===== config.mk =====
export PLATFORM = sky130hd
export DESIGN_NAME = psum_line_buffer
export DESIGN_NICKNAME = d
export VERILOG_FILES = /design/src/rtl/psum_pkg.sv /design/src/rtl/psum_channel_mem.sv /design/src/rtl/psum_line_buffer.sv
export SDC_FILE = /design/constraint.sdc
export NUM_CORES = 2
export LEC_CHECK = 0
export CAP_MARGIN = 20
export CELL_PAD_IN_SITES_DETAIL_PLACEMENT = 1
export CELL_PAD_IN_SITES_GLOBAL_PLACEMENT = 1
export CORE_UTILIZATION = 54
export CTS_CLUSTER_DIAMETER = 150
export CTS_CLUSTER_SIZE = 16
export DETAILED_ROUTE_END_ITERATION = 10
export HOLD_SLACK_MARGIN = 0.12
export PLACE_DENSITY = 0.91
export SLEW_MARGIN = 20
export SYNTH_ARGS = -nofsm -noshare
export SYNTH_HDL_FRONTEND = slang
export SYNTH_HIERARCHICAL = 1
export SYNTH_SLANG_ARGS = --single-unit

===== constraint.sdc =====
create_clock -name clk -period 4.8 [get_ports clk]
set_input_delay 1.2 -clock clk [delete_from_list [all_inputs] [get_ports clk]]
set_output_delay 1.2 -clock clk [all_outputs]
set_load 0.02 [all_outputs]

===== src/rtl/psum_pkg.sv =====
// Shared types and helpers for the partial-sum line buffer.
package psum_pkg;

    localparam int unsigned PSUM_BIN_LEN       = 16;
    localparam int unsigned PSUM_KERNEL_HEIGHT = 3;

    // One partial sum and one channel's vector of kernel-row slots.
    typedef logic [PSUM_BIN_LEN-1:0] psum_t;
    typedef psum_t [PSUM_KERNEL_HEIGHT-1:0] psum_slots_t;

    // Width able to hold the values 0..n-1; never narrower than one bit.
    function automatic int unsigned col_w(input int unsigned n);
        return (n <= 1) ? 1 : $clog2(n);
    endfunction

endpackage


===== src/rtl/psum_channel_mem.sv =====
// One channel's (KERNEL_HEIGHT-1) x INPUT_WIDTH partial-sum storage.
// Combinational read, registered write, not reset.
// PRB_ACCUM_EN: when defined, accum_i selects a saturating read-modify-write store.
module psum_channel_mem
    import psum_pkg::*;
#(
    parameter int unsigned BIN_LEN       = PSUM_BIN_LEN,
    parameter int unsigned KERNEL_HEIGHT = PSUM_KERNEL_HEIGHT,
    parameter int unsigned INPUT_WIDTH   = 32,
    parameter int unsigned COL_W         = col_w(INPUT_WIDTH)
) (
    input  logic                                   clk,
    input  logic [COL_W-1:0]                       rd_addr_i,
    output logic [KERNEL_HEIGHT-2:0][BIN_LEN-1:0]  rd_data_c_o,
    input  logic                                   wr_en_i,
    input  logic [COL_W-1:0]                       wr_addr_i,
    input  logic [KERNEL_HEIGHT-2:0][BIN_LEN-1:0]  wr_data_i,
    input  logic                                   accum_i
);

    logic [BIN_LEN-1:0] mem_q [KERNEL_HEIGHT-1][INPUT_WIDTH];
    logic [KERNEL_HEIGHT-2:0][BIN_LEN-1:0] wr_val_c;

    // Asynchronous read of every slot at the fetch column.
    always_comb begin
        rd_data_c_o = '0;
        for (int s = 0; s < int'(KERNEL_HEIGHT) - 1; s++) begin
            rd_data_c_o[s] = mem_q[s][rd_addr_i];
        end
    end

`ifdef PRB_ACCUM_EN
    logic [KERNEL_HEIGHT-2:0][BIN_LEN:0] sum_c;

    // Store value: overwrite, or unsigned add saturating at all-ones.
    always_comb begin
        sum_c    = '0;
        wr_val_c = wr_data_i;
        for (int s = 0; s < int'(KERNEL_HEIGHT) - 1; s++) begin
            sum_c[s] = {1'b0, mem_q[s][wr_addr_i]} + {1'b0, wr_data_i[s]};
            if (accum_i) begin
                wr_val_c[s] = sum_c[s][BIN_LEN] ? '1 : sum_c[s][BIN_LEN-1:0];
            end
        end
    end
`else
    logic unused_accum;

    // Store value is always a plain overwrite.
    always_comb begin
        wr_val_c     = wr_data_i;
        unused_accum = accum_i;
    end
`endif

    // Write port; storage is deliberately left unreset.
    always_ff @(posedge clk) begin
        if (wr_en_i) begin
            for (int s = 0; s < int'(KERNEL_HEIGHT) - 1; s++) begin
                mem_q[s][wr_addr_i] <= wr_val_c[s];
            end
        end
    end

endmodule


===== src/rtl/psum_line_buffer.sv =====
// Multi-channel partial-sum line buffer with internal column/row tracking,
// row gating of unfilled rows and a one-deep valid/ready output register.
// PRB_ACCUM_EN: when defined, accum_i = 1 makes stores saturating accumulates.
module psum_line_buffer
    import psum_pkg::*;
#(
    parameter  int unsigned BIN_LEN       = PSUM_BIN_LEN,
    parameter  int unsigned KERNEL_HEIGHT = PSUM_KERNEL_HEIGHT,
    parameter  int unsigned KERNEL_WIDTH  = 3,
    parameter  int unsigned INPUT_WIDTH   = 32,
    parameter  int unsigned CHANNELS      = 4,
    localparam int unsigned COL_W         = col_w(INPUT_WIDTH)
) (
    input  logic                                                 clk,
    input  logic                                                 rst_n,
    input  logic                                                 in_valid_i,
    output logic                                                 in_ready_o,
    input  logic                                                 frame_start_i,
    input  logic                                                 row_start_i,
    input  logic                                                 accum_i,
    input  logic [CHANNELS-1:0][KERNEL_HEIGHT-1:0][BIN_LEN-1:0]  store_vals_i,
    output logic                                                 out_valid_o,
    input  logic                                                 out_ready_i,
    output logic [CHANNELS-1:0][KERNEL_HEIGHT-1:0][BIN_LEN-1:0]  fetch_vals_o,
    output logic [COL_W-1:0]                                     out_col_o,
    output logic                                                 out_last_o
);

    localparam int unsigned      ROW_W    = col_w(KERNEL_HEIGHT);
    localparam logic [ROW_W-1:0] ROW_MAX  = ROW_W'(KERNEL_HEIGHT - 1);
    localparam logic [COL_W-1:0] COL_LAST = COL_W'(INPUT_WIDTH - 1);
    localparam logic [COL_W-1:0] WR_OFS   = COL_W'(KERNEL_WIDTH - 1);

    typedef logic [CHANNELS-1:0][KERNEL_HEIGHT-1:0][BIN_LEN-1:0] fetch_t;

    logic [COL_W-1:0] col_q,       col_d;
    logic [ROW_W-1:0] rows_q,      rows_d;
    logic             out_valid_q, out_valid_d;
    fetch_t           fetch_q,     fetch_d;
    logic [COL_W-1:0] out_col_q,   out_col_d;
    logic             out_last_q,  out_last_d;

    logic             accept_c;
    logic [COL_W-1:0] ec_c;
    logic [ROW_W-1:0] rows_eff_c;
    logic [ROW_W-1:0] rows_next_c;
    logic             wr_en_c;
    logic [COL_W-1:0] wr_addr_c;
    fetch_t           fetch_c;

    logic [CHANNELS-1:0][KERNEL_HEIGHT-2:0][BIN_LEN-1:0] rd_data_c;
    logic [CHANNELS-1:0][BIN_LEN-1:0]                    unused_top_slot;

    assign in_ready_o = !out_valid_q || out_ready_i;
    assign accept_c   = in_valid_i && in_ready_o;

    // Effective column/row for this beat, honouring frame and early row starts.
    always_comb begin
        ec_c       = (frame_start_i || row_start_i) ? '0 : col_q;
        rows_eff_c = rows_q;
        if (frame_start_i) begin
            rows_eff_c = '0;
        end else if (row_start_i && (col_q != '0)) begin
            rows_eff_c = (rows_q < ROW_MAX) ? rows_q + ROW_W'(1) : ROW_MAX;
        end
        rows_next_c = (rows_eff_c < ROW_MAX) ? rows_eff_c + ROW_W'(1) : ROW_MAX;
        wr_en_c     = accept_c && (ec_c >= WR_OFS);
        wr_addr_c   = ec_c - WR_OFS;
    end

    // Per-channel storage; the top kernel-row slot is never stored.
    for (genvar c = 0; c < int'(CHANNELS); c++) begin : g_chan
        psum_channel_mem #(
            .BIN_LEN       (BIN_LEN),
            .KERNEL_HEIGHT (KERNEL_HEIGHT),
            .INPUT_WIDTH   (INPUT_WIDTH),
            .COL_W         (COL_W)
        ) u_mem (
            .clk         (clk),
            .rd_addr_i   (ec_c),
            .rd_data_c_o (rd_data_c[c]),
            .wr_en_i     (wr_en_c),
            .wr_addr_i   (wr_addr_c),
            .wr_data_i   (store_vals_i[c][KERNEL_HEIGHT-2:0]),
            .accum_i     (accum_i)
        );
        assign unused_top_slot[c] = store_vals_i[c][KERNEL_HEIGHT-1];
    end

    // Slot 0 is always zero; slot i shows row i-1 only once that row is filled.
    always_comb begin
        fetch_c = '0;
        for (int c = 0; c < int'(CHANNELS); c++) begin
            for (int s = 1; s < int'(KERNEL_HEIGHT); s++) begin
                if (rows_eff_c >= ROW_W'(s)) begin
                    fetch_c[c][s] = rd_data_c[c][s-1];
                end
            end
        end
    end

    // Next state: counters advance and the output register loads on accept.
    always_comb begin
        col_d       = col_q;
        rows_d      = rows_q;
        out_valid_d = out_valid_q;
        fetch_d     = fetch_q;
        out_col_d   = out_col_q;
        out_last_d  = out_last_q;
        if (accept_c) begin
            out_valid_d = 1'b1;
            fetch_d     = fetch_c;
            out_col_d   = ec_c;
            out_last_d  = (ec_c == COL_LAST);
            if (ec_c == COL_LAST) begin
                col_d  = '0;
                rows_d = rows_next_c;
            end else begin
                col_d  = ec_c + COL_W'(1);
                rows_d = rows_eff_c;
            end
        end else if (out_ready_i) begin
            out_valid_d = 1'b0;
        end
    end

    // State and output registers.
    always_ff @(posedge clk or negedge rst_n) begin
        if (!rst_n) begin
            col_q       <= '0;
            rows_q      <= '0;
            out_valid_q <= 1'b0;
            fetch_q     <= '0;
            out_col_q   <= '0;
            out_last_q  <= 1'b0;
        end else begin
            col_q       <= col_d;
            rows_q      <= rows_d;
            out_valid_q <= out_valid_d;
            fetch_q     <= fetch_d;
            out_col_q   <= out_col_d;
            out_last_q  <= out_last_d;
        end
    end

    assign out_valid_o  = out_valid_q;
    assign fetch_vals_o = fetch_q;
    assign out_col_o    = out_col_q;
    assign out_last_o   = out_last_q;

endmodule


==> run metrics <==
outcome=finished, final reports clean; core box area=about 0.3 mm²; Critical Path End Type=flip-flop; area leader, netlist=edfxtp_1; Worst Path Class, Setup=input port to flip-flop; worst path arrival time=roughly 4900 ps; largest fanout on the critical path=43; Crit path required time=5660 ps; hold buffer count at cts=0; synth warn=6; H-tree levels=5; CTS root buffer=clkbuf_16; WHS=~250 ps; total routed wirelength=between 500000 and 600000 µm; Clock Skews=64.6 ps; synthesized area=0.165 mm²; Max VDD drop=346 µV; top-level I/O count=399; initial antenna violation count=65; DRT iter0 DRCs=15200; Net Sw Power=about 0.017 W; sequential share of the synthesized area=between 70% and 80%; Main synth FF type=edfxtp_1; Port Buf Inserts=between 200 and 300; Routed Antenna Nets=0; Post-CTS Resized=0; Sw Share=roughly a quarter; first-pass GRT wire length=between 700000 and 800000 µm; Area growth syn-to-layout=12.8%; CTS sink cnt=~4200; asr flop ratio synth=around 3.4%; Fin. Hold Viols=0; most common cell after layout, fill and taps aside=edfxtp_1; aggregate global-route resource usage=34.9%; post-CTS setup buffer count=0; Cells after Synth=a little over 9000; final setup margin=a little under 800 ps; drt first pass iters=7; maximum clock rate=249 MHz; die height=approximately 560 µm; routability congestion estimate=about 0.84; clock power share=about 36%; via/cell ratio=a little under 7; reported max-cap violation count=0; CTS tree=yes; Critical path origin=frame_start_i; Synth area leaders=edfxtp_1 (74%), mux2i_1 (12%), dfrtp_1 (2.1%), a22o_1 (2.0%), a22oi_1 (1.7%); most frequent cells in the layout=edfxtp_1 (4096), mux2i_1 (2048), nand2_1 (407); leakage=about 60 nW; Worst R2R Start=col_q[1]$_DFFE_PN0P_; grt total ovfl=0; RSZ-0062 raised after global routing=no; CTS clk-pin slew, worst paths=roughly 80 ps; number of synthesized flops with an enable pin=between 4000 and 5000; Sequential Power Share=57.8%; fin cells=approximately 14000; # nets final=10200; max_slew headroom=between 9 and 10%; pre-CTS setup slack=-71.9 ps; Tot Pwr=approximately 0.07 W; crit path time final=between 4000 and 5000 ps; Post-Syn Area per Cell=17.7 µm²; Cell variety after synth=46; Die ar.=0.309 mm²; endpoints failing setup=0; Logic pwr share=under 10%; Hold WC Path Type=input port to async pin; worst-margin pin slew=between 1000 and 1500 ps; detailed placement HPWL=~300000 µm; dpl cells=13700; CTS buffer count=~300; row count=slightly above 200; Int Pwr=about 0.054 W; startpoint types=input port; Initial Util=a little over half; maximum clock path buffer count=4; largest net degree at the start of global routing=between 80 and 90; Fin Setup TNS=0 ps; Die W=between 500 and 600 µm; layout cell share with drive strength beyond 1=11.8%; vias in the first global route=just over 100k; routed vias=slightly below 100k; fin crit share=approximately 84%; Yosys reg bits=4238; Final Max Tran Viols=0; Routed WL per cell=between 30 and 40 µm; post-synth top area share=about three quarters; Cell Pwr Density=approximately 380 mW/mm²; DRC viols=0; clk_lat worst skew=around 1000 ps
[synthesized netlist by cell type (2+ instances only)]
cell type      count
clkbuf_4           8
ha_1               2
a22o_1           380
nor2b_1            9
clkbuf_1         160
or3b_2            12
nand3_1          394
a22oi_1          385
nor3_1           130
a31oi_1          130
nor2_1           140
buf_1              4
buf_6            107
nand3b_1          20
nand2b_1          11
nand2_1          412
a21oi_1          387
nand4b_1           2
inv_1              5
edfxtp_1        4096
buf_2            173
a22o_2             4
dlygate4sd1_1      3
dfrtp_1          142
o21ai_0            9
or3_1              6
or2_2              5
and2_1             6
mux2i_1         2048
buf_4            150
xnor2_1            2
[logic make-up (layout without fill, tap and decap cells)]
kind of cell	count (synthesis)	after routing	share of synthesized area (%)
AO/OA/AOI/OAI	1303	1303	5.54
XOR/XNOR	2	2	0.0106
adder cells (fa/ha/maj)	2	2	0.0151
buffers and inverters	610	1309	2.37
flip-flops	4238	4238	76.5
multiplexers	2049	2049	12.4
other	1	107	0.00227
AND/OR/NAND/NOR	1152	1152	3.17
[critical path, stage by stage]
cell             delay, ps
clkdlybuf4s50_1        420
nor2_1                 250
buf_4                  200
and2_4                 220
buf_12                 290
buf_12                 240
buf_12                 310
buf_4                  350
mux2i_1                350
a22oi_1                160
a31oi_1                340
nand3_1                200
a22o_1                 260
[final cells by class]
class	instances	area, µm²
clock buffer	430	8140
fill	26100	117000
clock inverter	24	403
antenna	43	108
inverter	5	18.8
tap	4080	5100
timing repair buffer	850	10000
sequential	4238	127000
multi-input combinational	4572	36300
[flip-flops by register name, indices dropped and copies added (netlist names)]
name and flops:
g_chan.u_mem/mem_q 4096, fetch_vals_o 128, col_q 5, out_col_o 5
rows_q 2, out_last_o 1, out_valid_o 1
[power by group through the flow]
| stage | clock (W) | combinational [W] | sequential (W) |
|---|---|---|---|
| 6_report | 0.0253 | 0.00461 | 0.0409 |
| 3_3_place_gp | 0 | 0.00408 | 0.0417 |
| 2_1_floorplan | 0 | 0.00231 | 0.0418 |
| 5_1_grt | 0.0262 | 0.00471 | 0.0409 |
| 3_5_place_dp | 0 | 0.00439 | 0.0417 |
| 4_1_cts | 0.0250 | 0.00453 | 0.0409 |
[stage by stage]
| stage | cell area, µm² | util (%) |
|---|---|---|
| global route | 187000 | 61.4 |
| finish | 187000 | 61.4 |
| detailed placement | 178000 | 58.7 |
| floorplan | 166000 | - |
| CTS | 187000 | 61.5 |
| global placement | 178000 | 58.7 |
[layer usage]
| metal | wire length, µm | global-route usage [%] | up-vias |
|---|---|---|---|
| met5 | 257 | 0 | - |
| met4 | 39000 | 20.8 | 36 |
| met3 | 60400 | 7.27 | 2169 |
| met2 | 274000 | 58.5 | 8157 |
| met1 | 188000 | 41.8 | 50300 |
| li1 | - | - | 38100 |
[path summary, 6_finish.rpt]
kind | end | slack [ps] | depth (start not counted)
max | fetch_vals_o[67]$_DFFE_PN0P_ | 790 | 13
min | fetch_vals_o[183]$_DFFE_PN0P_ | 250 | 1
max reg2reg | g_chan[2].u_mem/mem_q[0][139]$_DFFE_PP_ | 1180 | 9
min reg2reg | fetch_vals_o[45]$_DFFE_PN0P_ | 510 | 1
max in group asynchronous | fetch_vals_o[77]$_DFFE_PN0P_ | 3120 | 2
min in group clk | fetch_vals_o[45]$_DFFE_PN0P_ | 510 | 1
No activity file was read; power rests on OpenSTA's default activity.
